## src/rtl/fifo_reader_pkg.sv

```systemverilog
// Shared defaults and state encoding for the burst FIFO reader.
package fifo_reader_pkg;

  localparam int RW_DEF = 8;
  localparam int LW_DEF = 6;

  typedef enum logic [1:0] {
    IDLE  = 2'd0,
    RUN   = 2'd1,
    FLUSH = 2'd2,
    DONE  = 2'd3
  } state_t;

endpackage

```

## src/rtl/fifo_reader_skid.sv

```systemverilog
// Two-entry skid buffer: in-order storage for words read but not yet accepted downstream.
module fifo_reader_skid #(
  parameter int RW = 8
) (
  input  logic          clk,
  input  logic          rst_n,
  input  logic          push,
  input  logic [RW-1:0] din,
  input  logic          pop,
  output logic [1:0]    occ,
  output logic [RW-1:0] head
);

  logic [RW-1:0] e0;
  logic [RW-1:0] e1;

  always_ff @(posedge clk) begin
    if (!rst_n) begin
      occ <= 2'd0;
      e0  <= '0;
      e1  <= '0;
    end else begin
      case ({push, pop})
        2'b10: begin
          if (occ == 2'd0) e0 <= din;
          else             e1 <= din;
          occ <= occ + 2'd1;
        end
        2'b01: begin
          e0  <= e1;
          occ <= occ - 2'd1;
        end
        // Simultaneous push and pop keeps occupancy; the new word lands behind the head.
        2'b11: begin
          if (occ == 2'd1) begin
            e0 <= din;
          end else begin
            e0 <= e1;
            e1 <= din;
          end
        end
        default: ;
      endcase
    end
  end

  assign head = (occ != 2'd0) ? e0 : '0;

endmodule

```

## src/rtl/fifo_reader.sv

```systemverilog
// Burst reader: pulls ln words from a FIFO and streams them out over a valid/ready port.
module fifo_reader
  import fifo_reader_pkg::*;
#(
  parameter int RW = RW_DEF,
  parameter int LW = LW_DEF
) (
  input  logic          c,
  input  logic          re,
  input  logic          st,
  input  logic [LW-1:0] ln,
  input  logic          es,
  input  logic          uf,
  input  logic [RW-1:0] fd,
  output logic          rs,
  output logic          ov,
  input  logic          ordy,
  output logic [RW-1:0] od,
  output logic          bs,
  output logic          dn,
  output logic [LW-1:0] cnt,
  output logic          er,
  output state_t        dbg_state
);

  // Output handshake: a word moves on every cycle with ov=1 and ordy=1; while
  // ov=1 and ordy=0 the word on od is held unchanged; ov never drops without a transfer.

  state_t        state;
  logic [LW-1:0] len_q;
  logic [LW-1:0] issued;
  logic          inflight;
  logic [1:0]    occ;
  logic          xfer;
  logic [2:0]    pending;

  fifo_reader_skid #(.RW(RW)) u_skid (
    .clk   (c),
    .rst_n (re),
    .push  (inflight),
    .din   (fd),
    .pop   (xfer),
    .occ   (occ),
    .head  (od)
  );

  assign ov   = (occ != 2'd0);
  assign xfer = ov & ordy;

  // Words that will still need a buffer slot next cycle if no new read is issued.
  assign pending = {1'b0, occ} - {2'b00, xfer} + {2'b00, inflight};

  assign rs = (state == RUN) && !es && (issued < len_q) && (pending < 3'd2);

  assign bs        = (state != IDLE);
  assign dn        = (state == DONE);
  assign dbg_state = state;

  always_ff @(posedge c) begin
    if (!re) begin
      state    <= IDLE;
      len_q    <= '0;
      issued   <= '0;
      cnt      <= '0;
      inflight <= 1'b0;
      er       <= 1'b0;
    end else begin
      inflight <= rs;
      if (rs)   issued <= issued + 1'b1;
      if (xfer) cnt    <= cnt + 1'b1;
      if (uf || (rs && es)) er <= 1'b1;

      case (state)
        IDLE: begin
          if (st) begin
            len_q  <= ln;
            issued <= '0;
            cnt    <= '0;
            state  <= (ln == '0) ? DONE : RUN;
          end
        end
        RUN: begin
          if (issued == len_q) state <= FLUSH;
        end
        FLUSH: begin
          if (cnt == len_q) state <= DONE;
        end
        DONE: begin
          state <= IDLE;
        end
        default: state <= IDLE;
      endcase
    end
  end

endmodule

```

## config.mk

```make
export PLATFORM = sky130hd
export DESIGN_NAME = fifo_reader
export DESIGN_NICKNAME = d
export VERILOG_FILES = /design/src/rtl/fifo_reader_pkg.sv /design/src/rtl/fifo_reader_skid.sv /design/src/rtl/fifo_reader.sv
export SDC_FILE = /design/constraint.sdc
export NUM_CORES = 1
export LEC_CHECK = 0
export ABC_AREA = 1
export CAP_MARGIN = 20
export CORE_MARGIN = 5
export CORE_UTILIZATION = 25
export DETAILED_ROUTE_END_ITERATION = 8
export GPL_TIMING_DRIVEN = 0
export PLACE_DENSITY = 0.47
export SYNTH_ARGS = -nofsm -noshare
export SYNTH_HDL_FRONTEND = slang
export SYNTH_SLANG_ARGS = --single-unit
```

## constraint.sdc

```tcl
create_clock -name c -period 3.6 [get_ports c]
set_clock_uncertainty 0.2 [all_clocks]
set_input_delay 1.08 -clock c [delete_from_list [all_inputs] [get_ports c]]
set_output_delay 1.08 -clock c [all_outputs]
set_load 0.01 [all_outputs]
```

==> key figures, run 1 <==
Status
  – Status: finished, violations left
  – Failing checks: negative setup slack

GRT
  – GRT Residual Overflow: 0
  – First-pass GRT wire length: 9790 um
  – Vias in the first global route: 2084
  – Initial antenna violation count: 0
  – GRT Overall Usage: 10.8%
  – Largest net degree at the start of global routing: 13

Finish
  – Commonest cells after routing, fill and taps aside: nand2_1, inv_1, dfxtp_1, clkdlybuf4s50_1, nor2_1
  – Commonest non-fill, non-tap cell in the layout: nand2_1
  – Fin nets: 406
  – Finished Cell Area: 2950 um^2
  – # diodes: 0
  – Area grow syn2layout: 33.1%
  – Layout cells sized above 1: 11.7%
  – Cell Count, Final, Fillers Out: 477

Setup path
  – Worst Path Max Fanout: 2
  – CP max-delay cell: fa_2
  – CP startpoint kind: input pin
  – Most frequent CP cell: buf_6
  – Worst Path Required: 2320 ps
  – Worst Path Buf+Inv: 6
  – Critical path arrival: 2490 ps
  – CP max stage delay: 530 ps
  – Setup Crit Path Kind: in2out
  – Crit-path leading delay family: adder cells
  – Worst-path cell chain: buf_8 -> inv_6 -> nor2_8 -> buf_6 -> nor2_4 -> o21ai_2 -> fa_2 -> nand3_2 -> inv_2 -> nand3_4 -> inv_4 -> buf_6
  – Crit. End Element: primary output

Die
  – Die area: 10800 um^2
  – IO Pins: 41
  – Cell Rows: 34
  – Initial Util: 25.5%
  – Die Height: 104 um
  – Core region area: 8680 um^2
  – Die width: 104 um

STA
  – Relative slew slack: 65.4%
  – Worst-margin pin slew: 519 ps
  – Total negative slack: -166 ps
  – Pins Over Slew Limit: 0
  – Setup violators final: 1
  – F_max: 266 MHz
  – Final min period: 3770 ps
  – Fin crit share: 105%
  – Worst setup margin: -166 ps
  – RSZ-0062 raised after global routing: yes
  – Hold Vio Cnt, Final: 0

Detailed routing
  – Initial drt markers: 55
  – Via density: 4.34
  – Routed vias: 2071
  – Residual DRC: 0
  – WL/cell: 12.0 um
  – DR pass1 iterations: 4
  – Routed Antenna Nets: 0
  – WL final: 5730 um

Pwr
  – Total chip power: 0.00177 W
  – Max VDD drop: 0.237 mV
  – Pleak: 1.22 nW
  – Pwr Density: 601 nW/um^2

Logic synthesis
  – Mapped Avg Cell Area: 7.03 um^2
  – Seq cells post-synth: 40
  – Seq/Total Area, Yosys: 36.1%
  – Synthesized area: 2220 um^2
  – Synth warn: 0
  – Mapped Cells: 315
  – Synth unique cells: 29
  – Syn nets: 353

CTS
  – Max clock buf depth: 2
  – Worst-path clk slew: 80 ps
  – Worst-Skew Late Latency: 290 ps
  – CTS Buf Count: 5
  – Root Driver: clkbuf_8
  – Clock sinks: 40
  – H-tree levels: 2
  – CTS tree: done

Flow run
  – Max-cap violation count: 0

Placement
  – RD Place Congestion: 0.764
  – Placement Cell Area: 2760 um^2
  – Port buffer count: 40
  – Placed insts: 463
  – DP HPWL: 4270 um

Hold path
  – Hold Crit Class: reg2reg
## cell usage after synthesis
library cell   n  area (um^2)
nor3_2         1         10.0
o21bai_1       2         15.0
nor2_4         1         11.3
dfxtp_1       40          801
ha_1          17          213
inv_1         48          180
nor2_2         1         6.26
nor2_8         1         20.0
nor3_1         2         10.0
a211oi_1       1         7.51
a21oi_2        1         8.76
nand2_2        1         6.26
nand2_1       76          285
nand3_1       10         50.1
nand2_4        3         33.8
nor3b_1        1         7.51
o21ai_2        1         8.76
inv_2          2         7.51
buf_6          2         22.5
o21ai_1        2         10.0
clkbuf_1       3         11.3
a21oi_1       24          120
inv_4          1         6.26
nor2_1        38          143
nand4_1        3         18.8
xor2_1         3         26.3
fa_1           1         20.0
a31oi_1        9         56.3
o21ai_0       20          100
## worst min-delay path, cell delays in order, from the launching register on
cell,delay (ps)
dfxtp_1,310
nand2_1,60
a21oi_1,50
## logic make-up after synthesis
family	Yosys count	share of synthesized area (%)
compound gates	60	14.7
xor+xnor	3	1.19
fa+ha+maj	18	10.5
buf+inv	56	10.3
flops	40	36.1
simple gates	138	27.2
## repair_timing
item / 4_1_cts / 5_1_grt
hold buffers: 0 / 0
buffers inserted: 6 / 0
resized for setup: 23 / 4
pin swaps: 6 / 5
setup endpoints to repair: 1 / 1
## per-layer routing
layer  GRT usage (%)  part of all wire (%)  up-vias
li1                -                     -     1102
met1            13.2                    47      918
met2            18.3                    46       45
met3            3.35                   6.0        6
met4            2.87                   1.5        0
met5               0                     0        -
## registers in the layout, indices dropped and copies added (netlist names)
signal      cells
cnt             6
dbg_state       2
er              1
inflight        1
issued          6
len_q           6
u_skid.e0       8
u_skid.e1       8
u_skid.occ      2
## area by class of cell
class / count / area (um^2)
clock inverters: 2 / 10.0
clock buffers: 6 / 82.6
well taps: 108 / 135
plain buffers: 5 / 33.8
fillers: 970 / 5730
multi-input cells: 219 / 1230
inverters: 51 / 204
flip-flops and latches: 40 / 803
repair buffers: 46 / 455
## metrics by stage
stage / util [%] / worst slack, ps / hold slack [ps]
final: 34.0 / -166 / 264
after global routing: 34.0 / -235 / 296
after CTS: 33.9 / -206 / 267
after detailed placement: 31.8 / -1310 / 254
after global placement: 31.8 / -1310 / 248
after floorplan: - / -94.0 / 239
## power breakdown
group / total (W) / switching, W / internal [W]
clock network: 0.000317 / 0.000164 / 0.000153
registers: 0.000602 / 0.0000675 / 0.000535
logic: 0.000853 / 0.000496 / 0.000357
total: 0.00177 / 0.000728 / 0.00105
## final timing paths
check / endpoint / slack (ps) / start / cells after the start
worst max-delay path: rs / -170 / ordy / 12
worst min-delay path: u_skid.e1[7] / 260 / u_skid.e1[7] / 2
worst max register to register: issued[2] / 990 / u_skid.occ[1] / 14
worst min register to register: u_skid.e1[7] / 260 / u_skid.e1[7] / 2
No activity file was read; power rests on OpenSTA's default activity.
==> inputs of run 2 (changes only) <==
--- a/config.mk
+++ b/config.mk
@@ -12,6 +12,7 @@
 export DETAILED_ROUTE_END_ITERATION = 8
 export GPL_TIMING_DRIVEN = 0
 export PLACE_DENSITY = 0.47
+export SETUP_SLACK_MARGIN = 0.5
 export SYNTH_ARGS = -nofsm -noshare
 export SYNTH_HDL_FRONTEND = slang
 export SYNTH_SLANG_ARGS = --single-unit
==> key figures, run 2 (synthesized netlist as in run 1, its figures left out) <==
Status
  – Status: finished, violations left
  – Failing checks: negative setup slack

Setup path
  – WP depth: 12
  – Worst Path Buf+Inv: 6
  – Flop2flop setup slack: 990 ps
  – Worst Path Required: 2320 ps
  – CP max-delay cell: fa_2
  – Most frequent CP cell: buf_6
  – Worst Path Max Fanout: 2
  – CP max stage delay: 530 ps
  – R2r endpoint: issued[2]
  – CP startpoint kind: input pin
  – Critical path arrival: 2490 ps
  – Worst-path cell chain: buf_8 -> inv_6 -> nor2_8 -> buf_6 -> nor2_4 -> o21ai_2 -> fa_2 -> nand3_2 -> inv_2 -> nand3_4 -> inv_4 -> buf_6
  – R2r startpoint: u_skid.occ[1]
  – Worst Reg-to-Reg Cells: 14
  – Setup Crit Path Kind: in2out
  – Crit-path leading delay family: adder cells
  – Worst Setup SP: ordy
  – Critical Path End: rs
  – Crit. End Element: primary output

Placement
  – Setup WS pre-CTS: -1310 ps
  – DP HPWL: 4270 um
  – Port buffer count: 40
  – Placed insts: 463
  – RD Place Congestion: 0.764
  – Placement Cell Area: 2760 um^2

CTS
  – CTS Buf Count: 5
  – Clock sinks: 40
  – Max clock buf depth: 2
  – Worst-path clk slew: 80 ps
  – CTS Hold Bufs: 0
  – Root Driver: clkbuf_8
  – CTS tree: done
  – H-tree levels: 2
  – Worst-Skew Late Latency: 290 ps

Die
  – Initial Util: 25.5%
  – Die area: 10800 um^2
  – Cell Rows: 34
  – IO Pins: 41
  – Core region area: 8680 um^2
  – Die Height: 104 um
  – Die width: 104 um

Finish
  – Commonest non-fill, non-tap cell in the layout: nand2_1
  – Final core area utilization: 34.1%
  – Finished Cell Area: 2960 um^2
  – Cell Count, Final, Fillers Out: 477
  – Top Registers: u_skid.e0 x8, u_skid.e1 x8
  – # diodes: 0
  – Fin nets: 406
  – Layout cells sized above 1: 11.7%
  – Commonest cells after routing, fill and taps aside: nand2_1, inv_1, dfxtp_1
  – Fillers: 969
  – Area grow syn2layout: 33.5%

STA
  – Setup violators final: 1
  – F_max: 266 MHz
  – Pins Over Slew Limit: 0
  – Worst-margin pin slew: 518 ps
  – Total negative slack: -166 ps
  – Worst setup margin: -166 ps
  – RSZ-0062 raised after global routing: yes
  – Fin crit share: 105%
  – Relative slew slack: 65.5%
  – Hold Vio Cnt, Final: 0
  – Final min period: 3770 ps

Detailed routing
  – Routed vias: 2074
  – Via density: 4.35
  – WL/cell: 12.0 um
  – Initial drt markers: 51
  – Routed Antenna Nets: 0
  – Residual DRC: 0
  – WL final: 5720 um
  – DR pass1 iterations: 5

Pwr
  – Max VDD drop: 0.233 mV
  – Pwr Density: 596 nW/um^2
  – Pleak: 1.30 nW

Flow run
  – Max-cap violation count: 0

GRT
  – GR Util met3: 3.35%
  – Busiest layer in global routing: met2
  – GRT Residual Overflow: 0
  – First-pass GRT wire length: 9790 um
  – Global Route met2 Usage: 18.3%
  – Initial antenna violation count: 0
  – GRT Overall Usage: 10.8%
  – Vias in the first global route: 2084
  – Grt met1 use: 13.2%
  – Largest net degree at the start of global routing: 13

Hold path
  – Hold Crit Class: reg2reg
  – Hold path depth: 2
==> run 2: worst min-delay path by stage <==
stage	start	end	slack, ps
3_3_place_gp	u_skid.e1[6]	u_skid.e1[6]	250
2_1_floorplan	u_skid.e1[0]	u_skid.e1[0]	240
5_1_grt	u_skid.e1[1]	u_skid.e1[1]	300
6_report	u_skid.e1[1]	u_skid.e1[1]	260
3_5_place_dp	u_skid.e1[4]	u_skid.e1[4]	250
4_1_cts	u_skid.e1[1]	u_skid.e1[1]	270
==> run 2: what timing repair did <==
| item | 4_1_cts | 5_1_grt |
|---|---|---|
| buffers inserted | 6 | 0 |
| pin swaps | 6 | 5 |
| gates resized for setup | 24 | 8 |
| endpoints found under the setup margin | 16 | 9 |
==> run 2: tightest hold or removal path, stage by stage (launching register included) <==
cell	delay [ps]
dfxtp_1	310
nand2_1	60
a21oi_1	50
==> run 2: power breakdown <==
group | switching (W) | leakage (nW) | internal (W) | total, W
Sequential | 0.0000676 | 0.327 | 0.000535 | 0.000602
Combinational | 0.000496 | 0.922 | 0.000350 | 0.000846
Clock | 0.000163 | 0.0510 | 0.000153 | 0.000316
==> run 2: through the flow <==
stage	hold slack (ps)	total power [W]
2_1_floorplan	239	0.00113
3_3_place_gp	248	0.00139
3_5_place_dp	254	0.00139
4_1_cts	267	0.00179
5_1_grt	296	0.00192
6_report	264	0.00176
==> run 2: cell type report <==
class	count	area, um^2	area share (%)
buffer	5	33.8	1.14
clock buffer	6	82.6	2.79
clock inverter	2	10.0	0.338
inverter	51	204	6.89
multi-input combinational	219	1230	41.4
sequential	40	803	27.1
tap	108	135	4.57
timing repair buffer	46	464	15.7
==> run 2: routing by layer <==
layer | up-vias | wire length [um]
li1 | 1102 | -
met1 | 929 | 2740
met2 | 37 | 2630
met3 | 6 | 269
met4 | 0 | 85
met5 | - | 0
==> inputs of run 3 (changes only) <==
--- a/config.mk
+++ b/config.mk
@@ -8,10 +8,11 @@
 export ABC_AREA = 1
 export CAP_MARGIN = 20
 export CORE_MARGIN = 5
-export CORE_UTILIZATION = 25
+export CORE_UTILIZATION = 47
 export DETAILED_ROUTE_END_ITERATION = 8
 export GPL_TIMING_DRIVEN = 0
-export PLACE_DENSITY = 0.47
+export MAX_ROUTING_LAYER = met4
+export PLACE_DENSITY = 0.77
 export SETUP_SLACK_MARGIN = 0.5
 export SYNTH_ARGS = -nofsm -noshare
 export SYNTH_HDL_FRONTEND = slang
==> key figures, run 3 (synthesized netlist as in run 1, its figures left out) <==
GRT
  – Vias in the first global route: 2104
  – GRT Overall Usage: 18.7%
  – First-pass GRT wire length: 9010 um
  – GRT Residual Overflow: 0
  – Largest net degree at the start of global routing: 14
  – Initial antenna violation count: 0

Setup path
  – CP startpoint kind: input pin
  – CP max stage delay: 540 ps
  – Worst-path cell chain: buf_6 -> inv_4 -> nor2_8 -> buf_6 -> nor2_4 -> o21ai_2 -> fa_2 -> nand3_2 -> inv_2 -> nand3_4 -> inv_4 -> buf_6
  – Worst Path Required: 2320 ps
  – R2r endpoint: issued[2]
  – Crit-path leading delay family: adder cells
  – WP depth: 12
  – Flop2flop setup slack: 830 ps
  – Worst Path Buf+Inv: 6
  – Most frequent CP cell: buf_6
  – Worst Path Max Fanout: 3
  – CP max-delay cell: fa_2
  – R2r startpoint: u_skid.occ[1]
  – Worst Setup SP: ordy
  – Crit. End Element: primary output
  – Critical path arrival: 2490 ps
  – Worst Reg-to-Reg Cells: 16
  – Setup Crit Path Kind: in2out
  – Critical Path End: rs

Finish
  – # diodes: 0
  – Top Registers: u_skid.e0 x8, u_skid.e1 x8
  – Commonest cells after routing, fill and taps aside: nand2_1, inv_1, dfxtp_1
  – Commonest non-fill, non-tap cell in the layout: nand2_1
  – Layout cells sized above 1: 11.6%
  – Finished Cell Area: 2920 um^2
  – Fin nets: 408
  – Cell Count, Final, Fillers Out: 425
  – Area grow syn2layout: 32.0%

Die
  – Core region area: 4660 um^2
  – Die area: 6190 um^2
  – Die width: 78.7 um
  – Cell Rows: 25
  – Die Height: 78.7 um
  – Initial Util: 47.5%
  – IO Pins: 41

STA
  – Worst setup margin: -174 ps
  – Hold Vio Cnt, Final: 0
  – Relative slew slack: 68.7%
  – Final min period: 3770 ps
  – Worst-margin pin slew: 470 ps
  – Setup violators final: 1
  – Pins Over Slew Limit: 0
  – Fin crit share: 105%
  – RSZ-0062 raised after global routing: yes
  – F_max: 265 MHz

Detailed routing
  – Routed vias: 2142
  – Residual DRC: 0
  – Initial drt markers: 106
  – Top routing layer used: met4
  – Met3 wire len: 217 um
  – Wire length on met2: 2770 um
  – Routed Antenna Nets: 0
  – DR pass1 iterations: 4
  – WL/cell: 12.5 um
  – WL met1: 2220 um
  – WL final: 5320 um
  – Via density: 5.04

Pwr
  – Pleak: 1.28 nW
  – Pwr Density: 636 nW/um^2
  – Max VDD drop: 0.293 mV

CTS
  – Root Driver: clkbuf_8
  – CTS tree: done
  – Max clock buf depth: 2
  – Worst-Skew Late Latency: 290 ps
  – Clock sinks: 40
  – H-tree levels: 2
  – Worst-path clk slew: 70 ps
  – CTS Buf Count: 5

Flow run
  – Max-cap violation count: 0

Placement
  – Port buffer count: 40
  – DP HPWL: 3920 um
  – Placed insts: 409
  – RD Place Congestion: 0.827
  – Placement Cell Area: 2700 um^2

Hold path
  – Hold Crit Class: reg2reg

Status
  – Status: finished, violations left
  – Failing checks: negative setup slack
-- run 3: cell count changes in the layout (fill, tap and decap cells not counted), sizes merged --
| cell | previous run | this run |
|---|---|---|
| buf | 10 | 12 |
| bufinv | 0 | 1 |
| clkdlybuf4s50 | 33 | 34 |
| dlymetal6s2s | 4 | 2 |
| dlygate4sd2 | 1 | 2 |
| clkinv | 2 | 1 |
-- run 3: how the worst min path moves through the flow --
stage | startpoint | cells past startpoint | end | slack [ps]
after floorplan | u_skid.e1[0] | 2 | u_skid.e1[0] | 240
after global placement | u_skid.e1[2] | 2 | u_skid.e1[2] | 250
after detailed placement | u_skid.e1[4] | 2 | u_skid.e1[4] | 250
after CTS | u_skid.e1[4] | 2 | u_skid.e1[4] | 260
after global routing | u_skid.e1[6] | 2 | u_skid.e1[6] | 300
final | u_skid.e1[4] | 2 | u_skid.e1[4] | 260
-- run 3: cell type report --
| type | count | area, um^2 |
|---|---|---|
| fill | 410 | 1740 |
| multi-input combinational | 219 | 1230 |
| sequential | 40 | 805 |
| timing repair buffer | 48 | 469 |
| inverter | 51 | 201 |
| clock buffer | 6 | 82.6 |
| tap | 54 | 67.6 |
| clock inverter | 2 | 38.8 |
| buffer | 5 | 33.8 |
-- run 3: worst min-delay path: stages, from the launching register on --
cell and delay, ps:
dfxtp_1 310, nand2_1 60, a21oi_1 50
-- run 3: power by group --
| group | internal, W | switching [W] | total, W | leakage [nW] |
|---|---|---|---|---|
| sequential | 0.000536 | 0.0000647 | 0.000601 | 0.326 |
| combinational | 0.000371 | 0.000499 | 0.000870 | 0.896 |
| clock | 0.000227 | 0.000164 | 0.000391 | 0.0614 |
| total | 0.00113 | 0.000727 | 0.00186 | 1.28 |
-- run 3: timing repair --
| item | in CTS | in global routing |
|---|---|---|
| hold buffers | 0 | 0 |
| setup buffers | 7 | 1 |
| pin swaps | 5 | 4 |
| gates resized for setup | 24 | 4 |
| endpoints found under the setup margin | 16 | 8 |
| gates cloned | 0 | 0 |
-- run 3: per-stage QoR --
step                      power, W  hold slack [ps]  util, %  setup TNS, ps  worst slack [ps]
after floorplan            0.00113              239        -          -94.0             -94.0
after global placement     0.00135              247     57.9          -1260             -1260
after detailed placement   0.00137              252     57.9          -1290             -1290
after CTS                  0.00186              264     62.4           -143              -143
after global routing       0.00201              296     62.7           -254              -254
final                      0.00186              262     62.7           -174              -174
-- run 3: metal layers --
layer | up-vias | GRT usage (%)
met3 | 11 | 4.13
met2 | 51 | 33.5
met5 | - | -
met1 | 966 | 20.1
li1 | 1114 | -
met4 | 0 | 7.17
